===== config.mk =====
export PLATFORM = sky130hd
export DESIGN_NAME = music_event_ctrl
export DESIGN_NICKNAME = d
export VERILOG_FILES = /design/src/rtl/music_evt_pkg.sv /design/src/rtl/music_event_ctrl_btn_debounce.sv /design/src/rtl/music_event_ctrl.sv
export SDC_FILE = /design/constraint.sdc
export NUM_CORES = 1
export LEC_CHECK = 0
export CAP_MARGIN = 20
export CORE_UTILIZATION = 45
export CTS_CLUSTER_DIAMETER = 60
export DETAILED_ROUTE_END_ITERATION = 7
export SLEW_MARGIN = 10
export SYNTH_ARGS = -nofsm -noshare
export SYNTH_HDL_FRONTEND = slang
export SYNTH_SLANG_ARGS = --single-unit

===== constraint.sdc =====
create_clock -name i_clk -period 3.7 [get_ports i_clk]
set_clock_uncertainty 0.1 [all_clocks]
set_input_delay 0.37 -clock i_clk [delete_from_list [all_inputs] [get_ports i_clk]]
set_output_delay 0.37 -clock i_clk [all_outputs]
set_load 0.02 [all_outputs]

===== src/rtl/music_evt_pkg.sv =====
// music_evt_pkg: shared types and constants for the music event controller.
//   state_t     : play/pause/over FSM encoding
//   LEVEL_MAX   : level saturation value
//   MAX_ROWS    : largest row count a single clear can report
//   rows_in_range() : true for a legal rows_cleared value (1..MAX_ROWS)
package music_evt_pkg;

    typedef enum logic [1:0] {
        ST_PLAY   = 2'd0,
        ST_PAUSED = 2'd1,
        ST_OVER   = 2'd2
    } state_t;

    localparam logic [3:0] LEVEL_MAX = 4'd15;
    localparam logic [2:0] MAX_ROWS  = 3'd4;

    function automatic logic rows_in_range(input logic [2:0] rows);
        return (rows != 3'd0) && (rows <= MAX_ROWS);
    endfunction

endpackage


===== src/rtl/music_event_ctrl_btn_debounce.sv =====
// btn_debounce: pause push-button conditioning.
//   Two-flop synchroniser, stability counter and accepted-level register.
//   Emits a one-cycle o_press on every 0->1 change of the accepted level.
// Ports:
//   i_clk, i_rst_n : clock, async active-low reset
//   i_btn          : raw asynchronous button, active-high
//   o_press        : registered one-cycle press strobe
module btn_debounce #(
    parameter int DEBOUNCE_CYCLES = 1048576
) (
    input  logic i_clk,
    input  logic i_rst_n,
    input  logic i_btn,
    output logic o_press
);

    localparam int CW = $clog2(DEBOUNCE_CYCLES + 1);
    localparam logic [CW-1:0] CNT_DONE = CW'(DEBOUNCE_CYCLES);

    logic          r_sync1, r_sync2;
    logic          r_acc;
    logic [CW-1:0] r_cnt;
    logic          r_press;
    logic [CW-1:0] w_cnt_nxt;

    assign w_cnt_nxt = r_cnt + {{(CW-1){1'b0}}, 1'b1};
    assign o_press   = r_press;

    always_ff @(posedge i_clk or negedge i_rst_n) begin
        if (!i_rst_n) begin
            r_sync1 <= 1'b0;
            r_sync2 <= 1'b0;
            r_acc   <= 1'b0;
            r_cnt   <= '0;
            r_press <= 1'b0;
        end else begin
            r_sync1 <= i_btn;
            r_sync2 <= r_sync1;
            r_press <= 1'b0;
            // Counter only advances while the synchronised level disagrees
            // with the accepted one; any agreement restarts the window.
            if (r_sync2 == r_acc) begin
                r_cnt <= '0;
            end else if (w_cnt_nxt == CNT_DONE) begin
                r_cnt   <= '0;
                r_acc   <= r_sync2;
                r_press <= r_sync2;
            end else begin
                r_cnt <= w_cnt_nxt;
            end
        end
    end

endmodule


===== src/rtl/music_event_ctrl.sv =====
// music_event_ctrl: turns gameplay events into music control levels.
//   Owns pause debouncing, the retriggerable full-row stretcher, the
//   play/pause/over FSM and the lines-to-level counter.
// Build option: define MUSIC_EVT_LEVEL_EN to include the line/level logic;
//   without it o_level is tied to 0 and i_rows_cleared is ignored.
// Ports:
//   i_clk, i_rst_n         : clock, async active-low reset
//   i_rows_cleared[2:0]    : rows removed (1..4), qualified by i_rows_valid
//   i_rows_valid           : one-cycle row-clear strobe
//   i_pause_btn            : raw pause button
//   i_game_over_in         : one-cycle game-over strobe
//   i_restart              : one-cycle new-game strobe
//   o_full_row             : stretched row-clear indication
//   o_music_pause          : high while paused
//   o_music_game_over      : high while in game over
//   o_level[3:0]           : current level
module music_event_ctrl
    import music_evt_pkg::*;
#(
    parameter int DEBOUNCE_CYCLES = 1048576,
    parameter int FULL_ROW_HOLD   = 4096,
    parameter int LINES_PER_LEVEL = 10
) (
    input  logic       i_clk,
    input  logic       i_rst_n,
    input  logic [2:0] i_rows_cleared,
    input  logic       i_rows_valid,
    input  logic       i_pause_btn,
    input  logic       i_game_over_in,
    input  logic       i_restart,
    output logic       o_full_row,
    output logic       o_music_pause,
    output logic       o_music_game_over,
    output logic [3:0] o_level
);

    localparam int HW = $clog2(FULL_ROW_HOLD + 1);
    localparam logic [HW-1:0] HOLD_LOAD = HW'(FULL_ROW_HOLD);
    localparam logic [7:0]    LPL       = 8'(LINES_PER_LEVEL);

    state_t        r_state;
    logic          r_music_pause;
    logic          r_music_game_over;
    logic [HW-1:0] r_hold_cnt;
    logic          w_press;
    logic          w_accept;
    logic          w_go;

    btn_debounce #(
        .DEBOUNCE_CYCLES(DEBOUNCE_CYCLES)
    ) u_btn (
        .i_clk   (i_clk),
        .i_rst_n (i_rst_n),
        .i_btn   (i_pause_btn),
        .o_press (w_press)
    );

    // Game over only matters outside OVER; restart overrides everything.
    assign w_go     = i_game_over_in && (r_state != ST_OVER) && !i_restart;
    assign w_accept = i_rows_valid && (r_state == ST_PLAY) && !i_restart && !i_game_over_in;

    always_ff @(posedge i_clk or negedge i_rst_n) begin
        if (!i_rst_n) begin
            r_state           <= ST_PLAY;
            r_music_pause     <= 1'b0;
            r_music_game_over <= 1'b0;
        end else if (i_restart) begin
            r_state           <= ST_PLAY;
            r_music_pause     <= 1'b0;
            r_music_game_over <= 1'b0;
        end else begin
            case (r_state)
                ST_PLAY: begin
                    if (i_game_over_in) begin
                        r_state           <= ST_OVER;
                        r_music_game_over <= 1'b1;
                    end else if (w_press) begin
                        r_state       <= ST_PAUSED;
                        r_music_pause <= 1'b1;
                    end
                end
                ST_PAUSED: begin
                    if (i_game_over_in) begin
                        r_state           <= ST_OVER;
                        r_music_pause     <= 1'b0;
                        r_music_game_over <= 1'b1;
                    end else if (w_press) begin
                        r_state       <= ST_PLAY;
                        r_music_pause <= 1'b0;
                    end
                end
                ST_OVER: begin
                    r_state <= ST_OVER;
                end
                default: begin
                    r_state           <= ST_PLAY;
                    r_music_pause     <= 1'b0;
                    r_music_game_over <= 1'b0;
                end
            endcase
        end
    end

    // Hold counter keeps draining while paused; only new loads are blocked.
    always_ff @(posedge i_clk or negedge i_rst_n) begin
        if (!i_rst_n) begin
            r_hold_cnt <= '0;
        end else if (i_restart || w_go) begin
            r_hold_cnt <= '0;
        end else if (w_accept) begin
            r_hold_cnt <= HOLD_LOAD;
        end else if (r_hold_cnt != '0) begin
            r_hold_cnt <= r_hold_cnt - {{(HW-1){1'b0}}, 1'b1};
        end
    end

    assign o_full_row        = (r_hold_cnt != '0);
    assign o_music_pause     = r_music_pause;
    assign o_music_game_over = r_music_game_over;

`ifdef MUSIC_EVT_LEVEL_EN
    logic [7:0] r_line_cnt;
    logic [3:0] r_level;
    logic [7:0] w_sum;

    assign w_sum = r_line_cnt + {5'd0, i_rows_cleared};

    // rows_cleared is at most 4 and LPL at least 5, so one step suffices.
    always_ff @(posedge i_clk or negedge i_rst_n) begin
        if (!i_rst_n) begin
            r_line_cnt <= 8'd0;
            r_level    <= 4'd0;
        end else if (i_restart) begin
            r_line_cnt <= 8'd0;
            r_level    <= 4'd0;
        end else if (w_accept && rows_in_range(i_rows_cleared)) begin
            if (w_sum >= LPL) begin
                r_line_cnt <= w_sum - LPL;
                if (r_level != LEVEL_MAX)
                    r_level <= r_level + 4'd1;
            end else begin
                r_line_cnt <= w_sum;
            end
        end
    end

    assign o_level = r_level;
`else
    logic w_unused_rows;
    assign w_unused_rows = ^{i_rows_cleared, LPL};
    assign o_level       = 4'd0;
`endif

endmodule


==> results.txt <==
----------------------------------------------------
[Place]
  Total placed instance area ... 2410 µm²
  Port Buf Inserts ... 8
  Post-DP HPWL ... 2.76 mm
  Final weighted congestion in routability-driven placement ... around 0.78
  Worst slack, placed ... 836 ps

[Cells and area]
  Post-layout net count ... 260
  Area added between synthesis and finish ... 9.23%
  Top Registers ... u_btn.r_cnt (21), r_hold_cnt (13), r_state (2)
  Register with the most flip-flops ... u_btn.r_cnt
  Commonest non-fill, non-tap cells in the layout ... sky130_fd_sc_hd__nor2_1, sky130_fd_sc_hd__dfrtp_1, sky130_fd_sc_hd__xnor2_1, sky130_fd_sc_hd__nand2_1, sky130_fd_sc_hd__a21oi_1
  Number of diodes added for antenna fixing ... 0
  Layout cells sized above 1 ... 10.4%
  Cell area after layout ... 2500 µm²
  Flip-flop count of the largest register after layout ... 21

[Synth]
  Share of the synthesized area in the top cell type ... 45.9%
  Async S/R FF share, synth ... 100%
  Synth Instances ... 241
  Number of synthesized flops with an enable pin ... 0
  Sequential share of the synthesized area ... 45.9%
  Flip-flop cell with the highest count after synthesis ... sky130_fd_sc_hd__dfrtp_1
  Cell types with the largest area share after synthesis ... sky130_fd_sc_hd__dfrtp_1, sky130_fd_sc_hd__xnor2_1, sky130_fd_sc_hd__nor2_1, sky130_fd_sc_hd__xor2_1, sky130_fd_sc_hd__nand4_1
  Netlist cell types ... between 50 and 60
  Number of synthesized register bits ... 42
  Average cell area after synthesis ... about 9.5 µm²
  Number of synthesis warnings ... 0
  Netlist area before placement ... 2290 µm²
  Cell type contributing the most total cell area after synthesis ... sky130_fd_sc_hd__dfrtp_1

[GRT]
  Vias in the first global route ... 1558
  Wire length of the first global-routing pass ... 7.16 mm
  Number of antenna violations at the first check in global routing ... 0
  Overall Global Routing Usage ... 17.5%
  Total grt overflow ... 0
  Largest net degree at the start of global routing ... 43

[Worst setup path]
  Required time of the worst setup path ... 3230 ps
  Highest cell delay on the worst timing path ... 630 ps
  Endpoint of the most critical register-to-register path ... u_btn.r_acc
  Worst setup path start ... r_hold_cnt[7]
  Worst reg2reg path depth ... 8
  Slowest cell on the critical path ... sky130_fd_sc_hd__or4_1
  Data arrival time at the worst-slack endpoint ... 2420 ps
  Crit path max fanout ... 6
  Worst reg2reg path startpoint ... u_btn.r_cnt[0]
  Type of destination of the critical path ... primary output
  Path type of the worst setup path ... reg2out
  Critical path endpoint ... o_full_row
  R2R Setup Slk ... between 800 and 900 ps
  Cell-by-cell listing of the critical path ... or4_1 -> nor4b_2 -> nand4b_1 -> clkdlybuf4s50_1
  Category of the worst setup path launch point ... flip-flop

[CTS]
  Worst-Skew Late Latency ... 290 ps
  CTS sink cnt ... 42
  Number of post-CTS setup repair buffers ... 0
  Clock H-tree levels ... 2
  Clock tree from TritonCTS ... done
  Number of clock buffers inserted by TritonCTS ... 5
  # resized after CTS ... 0
  Deepest clock path buffer count ... 2
  Hold bufs inserted after CTS ... 0
  Worst-path clk slew ... 80 ps
  CTS root buffer ... sky130_fd_sc_hd__clkbuf_8

[Power and ir drop]
  Leakage ... approximately 0.0011 µW
  Power density over the cells ... roughly 540 nW/µm²
  Worst IR drop on VDD ... 0.211 mV

[Floorplan]
  Die area ... roughly 5400 µm²
  Count of pins on the block boundary ... 16
  Initial standard-cell utilization of the core ... a little under half
  Die X ... 73.4 µm
  Vertical extent of the die ... 73.4 µm
  Area of the core region ... a little under 5000 µm²
  Standard-cell rows ... 25

[Status]
  Status ... finished, final reports clean

[STA]
  Final count of pins violating max slew ... 0
  RSZ-0062 raised after global routing ... no
  Slew @ Worst Pin ... 917 ps
  Maximum achievable frequency ... 0.346 GHz
  Setup TNS ... 0 ps
  Final period util ... roughly 78%
  Final hold violations ... 0
  Min setup slack post-route ... slightly above 800 ps
  Final setup violation count ... 0
  Relative slew margins ... 38.9%
  Shortest clock period the worst path allows after layout ... 2890 ps

[Drt]
  Avg Vias per Cell ... 5.19
  Routed len/inst ... 12.7 µm
  Drc violations ... 0
  Routed wire length ... about 4 mm
  Number of vias in the routed layout ... 1641
  DR iter-0 viols ... 113
  Drt pass-1 iters ... 4
  Detail Route Antenna Nets ... 0

[Job]
  Max-cap check violation count ... 0

[Hold path]
  Hold crit path type ... in2async

----------------------------------------------------
cell families (layout without fill, tap and decap cells):
family	count (synthesis)	count (layout)	share of synthesized area, %
and+or+nand+nor	109	109	26.1
DFF	42	42	45.9
xor gates and xnor gates	31	31	11.9
AOI/OAI and AO/OA	30	30	8.47
buffers and inverters	23	28	4.81
adders and majority gates	3	3	1.64
muxes	2	2	1.15
other	1	4	0.164
per-stage QoR:
step	utilization, %	power (µW)	cells	hold WS [ps]
6_report	51.9	1350	316	106
5_1_grt	51.9	1460	316	203
4_1_cts	51.9	1380	316	146
3_5_place_dp	50.1	1060	308	239
3_3_place_gp	50.1	1060	308	234
2_1_floorplan	-	941	244	-25.6
final cells by class:
class	instances	area (µm²)
clock buffers	7	86.3
inverters	8	30.0
repair buffers	12	105
fillers	475	2310
flip-flops and latches	42	1050
well taps	67	83.8
multi-input cells	179	1140
clock inverters	1	5.00
critical path, delay by kind of cell, from the launching register on:
kind                   cells  cell delay (ps)
AND/OR/NAND/NOR            3             1170
buffers and inverters      1              560
flip-flops                 1              400
per-layer routing:
| metal | part of all wire (%) | GRT usage [%] |
|---|---|---|
| met3 | 2.1 | 3.70 |
| met1 | 49 | 23.3 |
| met2 | 47 | 28.6 |
| met5 | 0 | 0 |
| met4 | 1.1 | 5.77 |
cells in the mapped netlist, types with 3 or more instances:
cell type / count
sky130_fd_sc_hd__nand2_1: 13
sky130_fd_sc_hd__or3_1: 3
sky130_fd_sc_hd__inv_1: 8
sky130_fd_sc_hd__nor3_1: 4
sky130_fd_sc_hd__buf_4: 5
sky130_fd_sc_hd__nor2_1: 42
sky130_fd_sc_hd__ha_1: 3
sky130_fd_sc_hd__clkbuf_1: 5
sky130_fd_sc_hd__nand3_1: 9
sky130_fd_sc_hd__o21ai_0: 4
sky130_fd_sc_hd__nor4_1: 6
sky130_fd_sc_hd__buf_2: 4
sky130_fd_sc_hd__dfrtp_1: 42
sky130_fd_sc_hd__xnor2_1: 22
sky130_fd_sc_hd__a211oi_1: 3
sky130_fd_sc_hd__nand4_1: 9
sky130_fd_sc_hd__a21oi_1: 11
sky130_fd_sc_hd__xor2_1: 9
how the worst min path moves through the flow:
stage                     slack, ps           endpoint  depth (start not counted)
after CTS                       150      r_hold_cnt[1]                          1
final                           110      r_hold_cnt[1]                          1
after detailed placement        240      u_btn.r_sync2                          0
after floorplan                 -30  o_music_game_over                          0
after global placement          230      u_btn.r_sync2                          0
after global routing            200      r_hold_cnt[1]                          1
power by group:
group	switching (µW)	internal, µW
clock network	152	151
logic	265	230
registers	46.5	504
total	464	885
(Power assumes the default switching activity.)
